## src/rtl/debug_telemetry_mc_pkg.sv

```systemverilog
// Shared types and widths for the debug/telemetry block: trace FSM states,
// trigger modes and the PC/instruction tap widths.
package dbg_tlm_pkg;
  localparam int PC_W    = 32;
  localparam int INSTR_W = 32;
  localparam int SAMP_W  = 16;

  typedef enum logic [1:0] {
    IDLE  = 2'd0,
    ARMED = 2'd1,
    POST  = 2'd2,
    DONE  = 2'd3
  } trace_state_e;

  typedef enum logic [1:0] {
    TRIG_EXT    = 2'd0,
    TRIG_CNT    = 2'd1,
    TRIG_PC     = 2'd2,
    TRIG_EXT_PC = 2'd3
  } trig_mode_e;
endpackage

```

## src/rtl/debug_telemetry_mc_if.sv

```systemverilog
// Core taps, CSR-side configuration and readback signals of debug_telemetry_mc.
// The slave modport is the block itself; the master side is the core/CSR adapter.
interface debug_telemetry_mc_if #(
  parameter int NUM_EVT     = 4,
  parameter int CNT_WIDTH   = 64,
  parameter int TRACE_DEPTH = 64
);
  import dbg_tlm_pkg::*;
  localparam int PTR_W = $clog2(TRACE_DEPTH);
  localparam int SEL_W = (NUM_EVT > 1) ? $clog2(NUM_EVT) : 1;

  logic [NUM_EVT-1:0]   evt_i;
  logic                 cnt_en_i;
  logic                 cnt_clr_i;
  logic [SEL_W-1:0]     cnt_sel_i;
  logic [CNT_WIDTH-1:0] cnt_val_o;
  logic [NUM_EVT-1:0]   cnt_ovf_o;
  logic                 retire_valid_i;
  logic [PC_W-1:0]      pc_i;
  logic [INSTR_W-1:0]   instr_i;
  logic                 arm_i;
  logic [1:0]           trig_mode_i;
  logic                 ext_trig_i;
  logic [PC_W-1:0]      trig_pc_i;
  logic [SAMP_W-1:0]    trig_cnt_i;
  logic [PTR_W-1:0]     post_cnt_i;
  logic [1:0]           state_o;
  logic                 triggered_o;
  logic [PTR_W-1:0]     wr_ptr_o;
  logic                 wrapped_o;
  logic [PTR_W-1:0]     trig_idx_o;
  logic [PTR_W-1:0]     rd_addr_i;
  logic [PC_W-1:0]      rd_pc_o;
  logic [INSTR_W-1:0]   rd_instr_o;

  modport slave (
    input  evt_i, cnt_en_i, cnt_clr_i, cnt_sel_i, retire_valid_i, pc_i, instr_i,
           arm_i, trig_mode_i, ext_trig_i, trig_pc_i, trig_cnt_i, post_cnt_i, rd_addr_i,
    output cnt_val_o, cnt_ovf_o, state_o, triggered_o, wr_ptr_o, wrapped_o,
           trig_idx_o, rd_pc_o, rd_instr_o
  );

  modport master (
    output evt_i, cnt_en_i, cnt_clr_i, cnt_sel_i, retire_valid_i, pc_i, instr_i,
           arm_i, trig_mode_i, ext_trig_i, trig_pc_i, trig_cnt_i, post_cnt_i, rd_addr_i,
    input  cnt_val_o, cnt_ovf_o, state_o, triggered_o, wr_ptr_o, wrapped_o,
           trig_idx_o, rd_pc_o, rd_instr_o
  );
endinterface

```

## src/rtl/debug_telemetry_mc_ram.sv

```systemverilog
// Trace storage: one synchronous write port, one registered read port.
// Kept behind this boundary so it can be replaced by an SRAM macro.
module trace_ram_1w1r #(
  parameter  int DEPTH = 64,
  parameter  int WIDTH = 64,
  localparam int AW    = $clog2(DEPTH)
) (
  input  logic             clk_i,
  input  logic             rst_ni,
  input  logic             we_i,
  input  logic [AW-1:0]    waddr_i,
  input  logic [WIDTH-1:0] wdata_i,
  input  logic [AW-1:0]    raddr_i,
  output logic [WIDTH-1:0] rdata_o
);
  logic [WIDTH-1:0] r_mem [DEPTH];

  always_ff @(posedge clk_i) begin
    if (we_i) r_mem[waddr_i] <= wdata_i;
  end

  // Read samples the array before this edge's write lands: same-index reads see old data.
  always_ff @(posedge clk_i or negedge rst_ni) begin
    if (!rst_ni) rdata_o <= '0;
    else         rdata_o <= r_mem[raddr_i];
  end
endmodule

```

## src/rtl/debug_telemetry_mc.sv

```systemverilog
// Event counter bank plus armable PC/instruction trace ring with trigger
// selection and a post-trigger capture window.
module debug_telemetry_mc
  import dbg_tlm_pkg::*;
#(
  parameter int NUM_EVT     = 4,
  parameter int CNT_WIDTH   = 64,
  parameter int TRACE_DEPTH = 64
) (
  input logic                 clk_i,
  input logic                 rst_ni,
  debug_telemetry_mc_if.slave bus
);
  localparam int PTR_W = $clog2(TRACE_DEPTH);

  logic [NUM_EVT-1:0][CNT_WIDTH-1:0] r_cnt;
  logic [NUM_EVT-1:0]                r_ovf;

  always_ff @(posedge clk_i or negedge rst_ni) begin
    if (!rst_ni) begin
      r_cnt <= '0;
      r_ovf <= '0;
    end else if (bus.cnt_clr_i) begin
      r_cnt <= '0;
      r_ovf <= '0;
    end else if (bus.cnt_en_i) begin
      for (int k = 0; k < NUM_EVT; k++) begin
        if (bus.evt_i[k]) begin
          r_cnt[k] <= r_cnt[k] + CNT_WIDTH'(1);
          if (&r_cnt[k]) r_ovf[k] <= 1'b1;
        end
      end
    end
  end

  assign bus.cnt_val_o = (32'(bus.cnt_sel_i) < NUM_EVT) ? r_cnt[bus.cnt_sel_i] : '0;
  assign bus.cnt_ovf_o = r_ovf;

  trace_state_e      r_state, w_state_nx;
  logic [PTR_W-1:0]  r_wr_ptr, w_wr_ptr_nx, r_trig_idx, w_trig_idx_nx, r_remain, w_remain_nx;
  logic              r_wrapped, w_wrapped_nx;
  logic [SAMP_W-1:0] r_samp, w_samp_nx;
  logic              w_we, w_capt, w_pc_hit, w_cnt_hit, w_trig;
  logic [PTR_W-1:0]  w_waddr;
  logic [PC_W+INSTR_W-1:0] w_rd_q;

  assign w_capt    = (r_state == ARMED) || (r_state == POST);
  assign w_pc_hit  = bus.retire_valid_i && (bus.pc_i == bus.trig_pc_i);
  // trig_cnt 0 is treated like 1: fire on the very first retire.
  assign w_cnt_hit = bus.retire_valid_i &&
                     ((bus.trig_cnt_i == '0) ? (r_samp == '0)
                                             : (r_samp == bus.trig_cnt_i - SAMP_W'(1)));

  always_comb begin
    w_trig = 1'b0;
    case (trig_mode_e'(bus.trig_mode_i))
      TRIG_EXT: w_trig = bus.ext_trig_i;
      TRIG_CNT: w_trig = w_cnt_hit;
      TRIG_PC:  w_trig = w_pc_hit;
      default:  w_trig = bus.ext_trig_i || w_pc_hit;
    endcase
  end

  always_comb begin
    w_state_nx    = r_state;
    w_wr_ptr_nx   = r_wr_ptr;
    w_wrapped_nx  = r_wrapped;
    w_trig_idx_nx = r_trig_idx;
    w_remain_nx   = r_remain;
    w_samp_nx     = r_samp;
    w_we          = 1'b0;
    w_waddr       = r_wr_ptr;
    if (bus.arm_i) begin
      // Re-arm wins over trigger/completion; this cycle's retire becomes sample 0.
      w_state_nx    = ARMED;
      w_wrapped_nx  = 1'b0;
      w_trig_idx_nx = '0;
      w_remain_nx   = '0;
      w_we          = bus.retire_valid_i;
      w_waddr       = '0;
      w_wr_ptr_nx   = bus.retire_valid_i ? PTR_W'(1) : '0;
      w_samp_nx     = bus.retire_valid_i ? SAMP_W'(1) : '0;
    end else if (w_capt) begin
      if (bus.retire_valid_i) begin
        w_we        = 1'b1;
        w_wr_ptr_nx = r_wr_ptr + PTR_W'(1);
        if (&r_wr_ptr) w_wrapped_nx = 1'b1;
        if (!(&r_samp)) w_samp_nx = r_samp + SAMP_W'(1);
      end
      if (r_state == ARMED && w_trig) begin
        w_trig_idx_nx = bus.retire_valid_i ? r_wr_ptr : r_wr_ptr - PTR_W'(1);
        w_remain_nx   = bus.post_cnt_i;
        w_state_nx    = (bus.post_cnt_i == '0) ? DONE : POST;
      end else if (r_state == POST && bus.retire_valid_i) begin
        w_remain_nx = r_remain - PTR_W'(1);
        if (r_remain == PTR_W'(1)) w_state_nx = DONE;
      end
    end
  end

  always_ff @(posedge clk_i or negedge rst_ni) begin
    if (!rst_ni) begin
      r_state    <= IDLE;
      r_wr_ptr   <= '0;
      r_wrapped  <= 1'b0;
      r_trig_idx <= '0;
      r_remain   <= '0;
      r_samp     <= '0;
    end else begin
      r_state    <= w_state_nx;
      r_wr_ptr   <= w_wr_ptr_nx;
      r_wrapped  <= w_wrapped_nx;
      r_trig_idx <= w_trig_idx_nx;
      r_remain   <= w_remain_nx;
      r_samp     <= w_samp_nx;
    end
  end

  assign bus.state_o     = r_state;
  assign bus.triggered_o = (r_state == POST) || (r_state == DONE);
  assign bus.wr_ptr_o    = r_wr_ptr;
  assign bus.wrapped_o   = r_wrapped;
  assign bus.trig_idx_o  = r_trig_idx;

  trace_ram_1w1r #(.DEPTH(TRACE_DEPTH), .WIDTH(PC_W + INSTR_W)) u_ram (
    .clk_i   (clk_i),
    .rst_ni  (rst_ni),
    .we_i    (w_we),
    .waddr_i (w_waddr),
    .wdata_i ({bus.pc_i, bus.instr_i}),
    .raddr_i (bus.rd_addr_i),
    .rdata_o (w_rd_q)
  );

  assign bus.rd_pc_o    = w_rd_q[PC_W+INSTR_W-1:INSTR_W];
  assign bus.rd_instr_o = w_rd_q[INSTR_W-1:0];
endmodule

```

## src/flat_wrapper.sv

```systemverilog
// flat-port wrapper written by rule: the top's interface ports become plain ports
module debug_telemetry_mc_flat import dbg_tlm_pkg::*;
#(
  parameter int NUM_EVT     = 4,
  parameter int CNT_WIDTH   = 64,
  parameter int TRACE_DEPTH = 64
)
  (clk_i, rst_ni, bus_evt_i, bus_cnt_en_i, bus_cnt_clr_i, bus_cnt_sel_i, bus_retire_valid_i, bus_pc_i, bus_instr_i, bus_arm_i, bus_trig_mode_i, bus_ext_trig_i, bus_trig_pc_i, bus_trig_cnt_i, bus_post_cnt_i, bus_rd_addr_i, bus_cnt_val_o, bus_cnt_ovf_o, bus_state_o, bus_triggered_o, bus_wr_ptr_o, bus_wrapped_o, bus_trig_idx_o, bus_rd_pc_o, bus_rd_instr_o);
  debug_telemetry_mc_if #(.NUM_EVT(NUM_EVT), .CNT_WIDTH(CNT_WIDTH), .TRACE_DEPTH(TRACE_DEPTH)) bus_i ();
  input logic clk_i;
  input logic rst_ni;
  input wire logic [$bits(bus_i.evt_i)-1:0] bus_evt_i;
  input wire logic [$bits(bus_i.cnt_en_i)-1:0] bus_cnt_en_i;
  input wire logic [$bits(bus_i.cnt_clr_i)-1:0] bus_cnt_clr_i;
  input wire logic [$bits(bus_i.cnt_sel_i)-1:0] bus_cnt_sel_i;
  input wire logic [$bits(bus_i.retire_valid_i)-1:0] bus_retire_valid_i;
  input wire logic [$bits(bus_i.pc_i)-1:0] bus_pc_i;
  input wire logic [$bits(bus_i.instr_i)-1:0] bus_instr_i;
  input wire logic [$bits(bus_i.arm_i)-1:0] bus_arm_i;
  input wire logic [$bits(bus_i.trig_mode_i)-1:0] bus_trig_mode_i;
  input wire logic [$bits(bus_i.ext_trig_i)-1:0] bus_ext_trig_i;
  input wire logic [$bits(bus_i.trig_pc_i)-1:0] bus_trig_pc_i;
  input wire logic [$bits(bus_i.trig_cnt_i)-1:0] bus_trig_cnt_i;
  input wire logic [$bits(bus_i.post_cnt_i)-1:0] bus_post_cnt_i;
  input wire logic [$bits(bus_i.rd_addr_i)-1:0] bus_rd_addr_i;
  output wire logic [$bits(bus_i.cnt_val_o)-1:0] bus_cnt_val_o;
  output wire logic [$bits(bus_i.cnt_ovf_o)-1:0] bus_cnt_ovf_o;
  output wire logic [$bits(bus_i.state_o)-1:0] bus_state_o;
  output wire logic [$bits(bus_i.triggered_o)-1:0] bus_triggered_o;
  output wire logic [$bits(bus_i.wr_ptr_o)-1:0] bus_wr_ptr_o;
  output wire logic [$bits(bus_i.wrapped_o)-1:0] bus_wrapped_o;
  output wire logic [$bits(bus_i.trig_idx_o)-1:0] bus_trig_idx_o;
  output wire logic [$bits(bus_i.rd_pc_o)-1:0] bus_rd_pc_o;
  output wire logic [$bits(bus_i.rd_instr_o)-1:0] bus_rd_instr_o;
  assign bus_i.evt_i = bus_evt_i;
  assign bus_i.cnt_en_i = bus_cnt_en_i;
  assign bus_i.cnt_clr_i = bus_cnt_clr_i;
  assign bus_i.cnt_sel_i = bus_cnt_sel_i;
  assign bus_i.retire_valid_i = bus_retire_valid_i;
  assign bus_i.pc_i = bus_pc_i;
  assign bus_i.instr_i = bus_instr_i;
  assign bus_i.arm_i = bus_arm_i;
  assign bus_i.trig_mode_i = bus_trig_mode_i;
  assign bus_i.ext_trig_i = bus_ext_trig_i;
  assign bus_i.trig_pc_i = bus_trig_pc_i;
  assign bus_i.trig_cnt_i = bus_trig_cnt_i;
  assign bus_i.post_cnt_i = bus_post_cnt_i;
  assign bus_i.rd_addr_i = bus_rd_addr_i;
  assign bus_cnt_val_o = bus_i.cnt_val_o;
  assign bus_cnt_ovf_o = bus_i.cnt_ovf_o;
  assign bus_state_o = bus_i.state_o;
  assign bus_triggered_o = bus_i.triggered_o;
  assign bus_wr_ptr_o = bus_i.wr_ptr_o;
  assign bus_wrapped_o = bus_i.wrapped_o;
  assign bus_trig_idx_o = bus_i.trig_idx_o;
  assign bus_rd_pc_o = bus_i.rd_pc_o;
  assign bus_rd_instr_o = bus_i.rd_instr_o;
  debug_telemetry_mc #(.NUM_EVT(NUM_EVT), .CNT_WIDTH(CNT_WIDTH), .TRACE_DEPTH(TRACE_DEPTH)) u_core (.clk_i(clk_i), .rst_ni(rst_ni), .bus(bus_i));
endmodule
```

## config.mk

```make
export PLATFORM = sky130hd
export DESIGN_NAME = debug_telemetry_mc_flat
export DESIGN_NICKNAME = d
export VERILOG_FILES = /design/src/rtl/debug_telemetry_mc_pkg.sv /design/src/rtl/debug_telemetry_mc_if.sv /design/src/rtl/debug_telemetry_mc_ram.sv /design/src/rtl/debug_telemetry_mc.sv /design/src/flat_wrapper.sv
export SDC_FILE = /design/constraint.sdc
export NUM_CORES = 2
export LEC_CHECK = 0
export CORE_UTILIZATION = 35
export DETAILED_ROUTE_END_ITERATION = 12
export DONT_BUFFER_PORTS = 1
export MAX_ROUTING_LAYER = met4
export PLACE_DENSITY_LB_ADDON = 0.08
export SYNTH_ARGS = -nofsm -noshare
export SYNTH_HDL_FRONTEND = slang
export SYNTH_SLANG_ARGS = --single-unit
```

## constraint.sdc

```tcl
create_clock -name clk_i -period 7.09 [get_ports clk_i]
set_clock_uncertainty 0.2 [all_clocks]
set_input_delay 0.709 -clock clk_i [delete_from_list [all_inputs] [get_ports clk_i]]
set_output_delay 0.709 -clock clk_i [all_outputs]
set_load 0.005 [all_outputs]
```

==> results.txt <==
- The total overflow left after global routing is 0.
- Final hold slack: -790.0 ps
- Fin util: 0.4084
* Wire length per cell after detailed routing: roughly 35 microns
- Vias per Instance: roughly 5.5
* Router iterations before antenna repair: 6
* Buffer depth of the longest clock path: 4
* Required time reported for the critical path endpoint: a little under 8000 ps
- Ratio of final minimum period to clock period: 0.7287
- Count of standard-cell rows: between 200 and 300
- Net count after synthesis: slightly below 8000
- Synthesis-to-finish area growth: 16.18%
- Vias after detailed routing: 83590
- Layout fillers: 42870
* Max transition margin: -0.2345
* RSZ-0062 raised after global routing: no
- In this run the horizontal extent of the chip is 706.1 microns.
- In this run, the number of DRC markers left after iteration 0 of detailed routing was roughly 10000.
* Crit Path Max Fanout: between 100 and 150
- Gate power share: 0.046
- IR analysis of the VDD net gives a maximum drop of between 0.0002 and 0.00025 V.
* Net count, final: between 8000 and 9000
* Final non-filler cell total: between 15000 and 20000
* Time the final worst path needs with I/O delays and setup: around 5200 ps
* Clock transition at the register clock pins on the worst setup and hold paths after CTS: about 60 ps
- The die covers roughly 500000 sq um.
- Post-place instance area: roughly 180000 sq um
- Number of top-level pins: around 290
* Arrival time of data at the critical path endpoint: 5840 ps
* Total wire length: ~530000 microns
- Number of buffers added to fix hold violations after cts: 152
- Clk network pwr share: 0.443
- The initial utilization of the core area, before any placement, comes to 0.3515.
* Total of buffers placed on input and output ports: 0
- Detail Placement HPWL: approximately 270000 microns
- Worst Path Class, Setup: input pin to flip-flop
- Category of the worst setup path capture point: flip-flop
* Fraction of the yosys area taken by sequential cells: 0.7610
* Area of all placed cells without fillers: between 200000 and 250000 sq um
- The cell area that synthesis handed to floorplanning was ~170000 sq um.
* Initial antenna violation count: between 40 and 50
- Averaged over all synthesized cells, the footprint is between 20 and 25 sq um.
* Clock sink total: ~4500
- For this design the static power due to leakage is ~63 nW.
- The run finished, with violations left.
- The number of clock buffers added by TritonCTS is about 480.
- Count of final setup violators: 0
* Maximum number of pins on one net before global-route repair: around 360
- The floorplan step set the die height to slightly above 700 microns.
* Overall Global Routing Usage: 0.2179
- After routing, the total negative slack on setup checks comes to 0 ps.
* Number of enable-type register cells in the synthesized netlist: between 4000 and 5000
- Post-synthesis cell count: 7674
- Final hold violation count: 380
- Max-capacitance violation count: 0
* Cell internal pwr: 44.81 mW
* Weighted congestion reported at the end of routability-driven placement: between 0.7 and 0.8
- DP Cell Count: 13990
* Switching power share of the total: 0.2123
* Wire length of the first global-routing pass: just over 700000 microns
* Classification of the worst-slack hold path: input pin to async pin
- Synth warn: 0
- The floorplan step defined a core boundary enclosing slightly below 500000 sq um.
- Count of unresolved DRC violations after routing: 0
* Critical Path Start Type: input pin
- Number of H-tree branching levels: 5
* Reported net switching power: 12.08 mW
- After clock tree synthesis, the repair step resized 0 gates.
- Upper clock frequency limit: 193.6 MHz
- Of all flip-flops after synthesis, the portion carrying an async set or reset was 0.08100.
* Least-Margin Pin Slew: approximately 1900 ps
- TritonCTS clock tree: built
- Number of global-route vias before repair: around 87000
- Relative contribution of sequential cells to total power: 0.511
* Number of buffers added for setup after CTS: 0
* Worst-skew pair later-pin latency: between 1000 and 1500 ps
- In the final layout, the share of cells above drive strength 1 is 0.2867.
* Register bit count reported by yosys: approximately 4500
- The tree is rooted in a clkbuf_16.
- Final number of max-transition violations: between 200 and 300
- Power spread over the standard cell area amounts to roughly 280 nW/um^2.
* Violated checks: hold timing, slew limit
* Post-synthesis cell type count: between 60 and 70
- In the synthesized netlist the dominant register cell turns out to be edfxtp_1.
- Once detail routing completed, the nets flagged for antenna violations numbered 0.
## metal layers
metal / vias to the layer above / routed length [microns] / track usage
met3: 625 / 33600 / 0.03787
met4: 0 / 11400 / 0.04670
met5: - / 0 / -
met1: 46730 / 233700 / 0.3026
li1: 33320 / - / -
met2: 2920 / 254900 / 0.3393
## through the flow
step,power (mW),setup WS (ps),hold slack (ps)
2_1_floorplan,31.12,1884,213.4
3_3_place_gp,31.70,653.9,285.0
5_1_grt,58.60,1490,-863.7
4_1_cts,57.54,1808,-859.6
6_report,56.88,1924,-790.0
3_5_place_dp,31.71,694.8,287.1
## final timing paths
path / startpoint / endpoint / slack (ps) / cells past startpoint
hold reg to reg: u_core.bus.cnt_ovf_o[1] / u_core.bus.cnt_ovf_o[1] / 330 / 2
setup reg to reg: u_core.bus.state_o[0] / u_core.u_ram.r_mem[23][45] / 2200 / 6
setup / recovery: bus_rd_addr_i[0] / u_core.u_ram.rdata_o[61] / 1920 / 8
hold / removal: rst_ni / u_core.u_ram.rdata_o[51] / -790 / 0
min in group clk_i: bus_cnt_clr_i / u_core.r_cnt[194] / -90 / 2
max in group asynchronous: rst_ni / u_core.r_cnt[181] / 6010 / 0
## cell usage after synthesis (all sizes together), types with 7 or more instances
cell	number	area, sq um
and3	40	250.2
and4	30	262.8
mux2i	7	70.07
nor2	364	1366
o21ai	54	270.3
dfrtp	361	9034
nand3	112	560.5
buf	83	335.3
and2	14	87.58
inv	34	127.6
nor4	23	150.1
edfxtp	4096	123000
nand2	146	548.0
clkbuf	302	1134
ha	14	175.2
mux4	1408	31710
nand4	63	394.1
a211oi	9	100.1
xor2	195	1708
xnor2	82	718.2
nor3	38	190.2
nor2b	12	75.07
a21oi	63	315.3
or4	8	71.32
or3	55	344.1
## cells by family after synthesis
group	after synthesis	share of synthesized area
AND/OR/NAND/NOR	929	0.02586
XOR/XNOR	277	0.01398
flip-flops	4457	0.7610
adder cells (fa/ha/maj)	14	0.001010
buffers and inverters	419	0.009202
AO/OA/AOI/OAI	163	0.005741
multiplexers	1415	0.1832
## power by group through the flow
stage | registers (mW) | logic (mW) | clock network, mW
after floorplan | 29.6 | 1.56 | 0
after CTS | 29.1 | 2.64 | 25.8
after global placement | 29.6 | 2.06 | 0
after global routing | 29.1 | 2.76 | 26.7
after detailed placement | 29.6 | 2.06 | 0
final | 29.1 | 2.60 | 25.2
## worst max-delay path, cell delays in order
cell and delay, ps:
buf_16 780, buf_16 720, buf_16 420, buf_16 480, buf_16 550, mux4_2 600, mux4_2 520, mux4_2 480
## placed cells by master, fill, tap and decap left out, types with 7 or more instances in the layout
cell           instances
edfxtp_1            4096
mux4_2              1408
clkbuf_16            492
dfrtp_1              361
nor2_1               300
xor2_1               192
nand2_1              146
clkbuf_1             136
buf_4                120
nand3_1              112
buf_12                93
dlygate4sd3_1         82
xnor2_1               81
clkinv_1              81
clkinv_2              80
nor2_4                64
nand4_1               63
a21oi_1               63
or3_1                 55
o21ai_0               53
buf_16                53
bufinv_16             44
clkbuf_8              44
and3_1                40
nor3_1                38
inv_1                 34
and4_1                30
diode_2               29
nor4_1                18
and2_1                14
ha_1                  14
nor2b_1               12
mux2i_1                7
## state kept, by name (all words and copies together) (netlist names)
name                   flops
u_core.u_ram.r_mem      4096
u_core.r_cnt             256
u_core.u_ram.rdata_o      64
u_core.r_samp             16
u_core.bus.trig_idx_o      6
u_core.bus.wr_ptr_o        6
u_core.r_remain            6
u_core.bus.cnt_ovf_o       4
u_core.bus.state_o         2
u_core.bus.wrapped_o       1
## area by class of cell
| cell class | count | area (sq um) | area share |
|---|---|---|---|
| sequential | 4457 | 132000 | 0.6550 |
| clock buffer | 672 | 13430 | 0.06662 |
| timing repair buffer | 348 | 5042 | 0.02502 |
| tap | 6500 | 8133 | 0.04035 |
| multi-input combinational | 2798 | 40400 | 0.2004 |
| antenna | 29 | 72.57 | 0.0003600 |
| inverter | 34 | 127.6 | 0.0006331 |
| clock inverter | 229 | 2332 | 0.01157 |
Note: power is estimated with default switching activity, not from simulation.
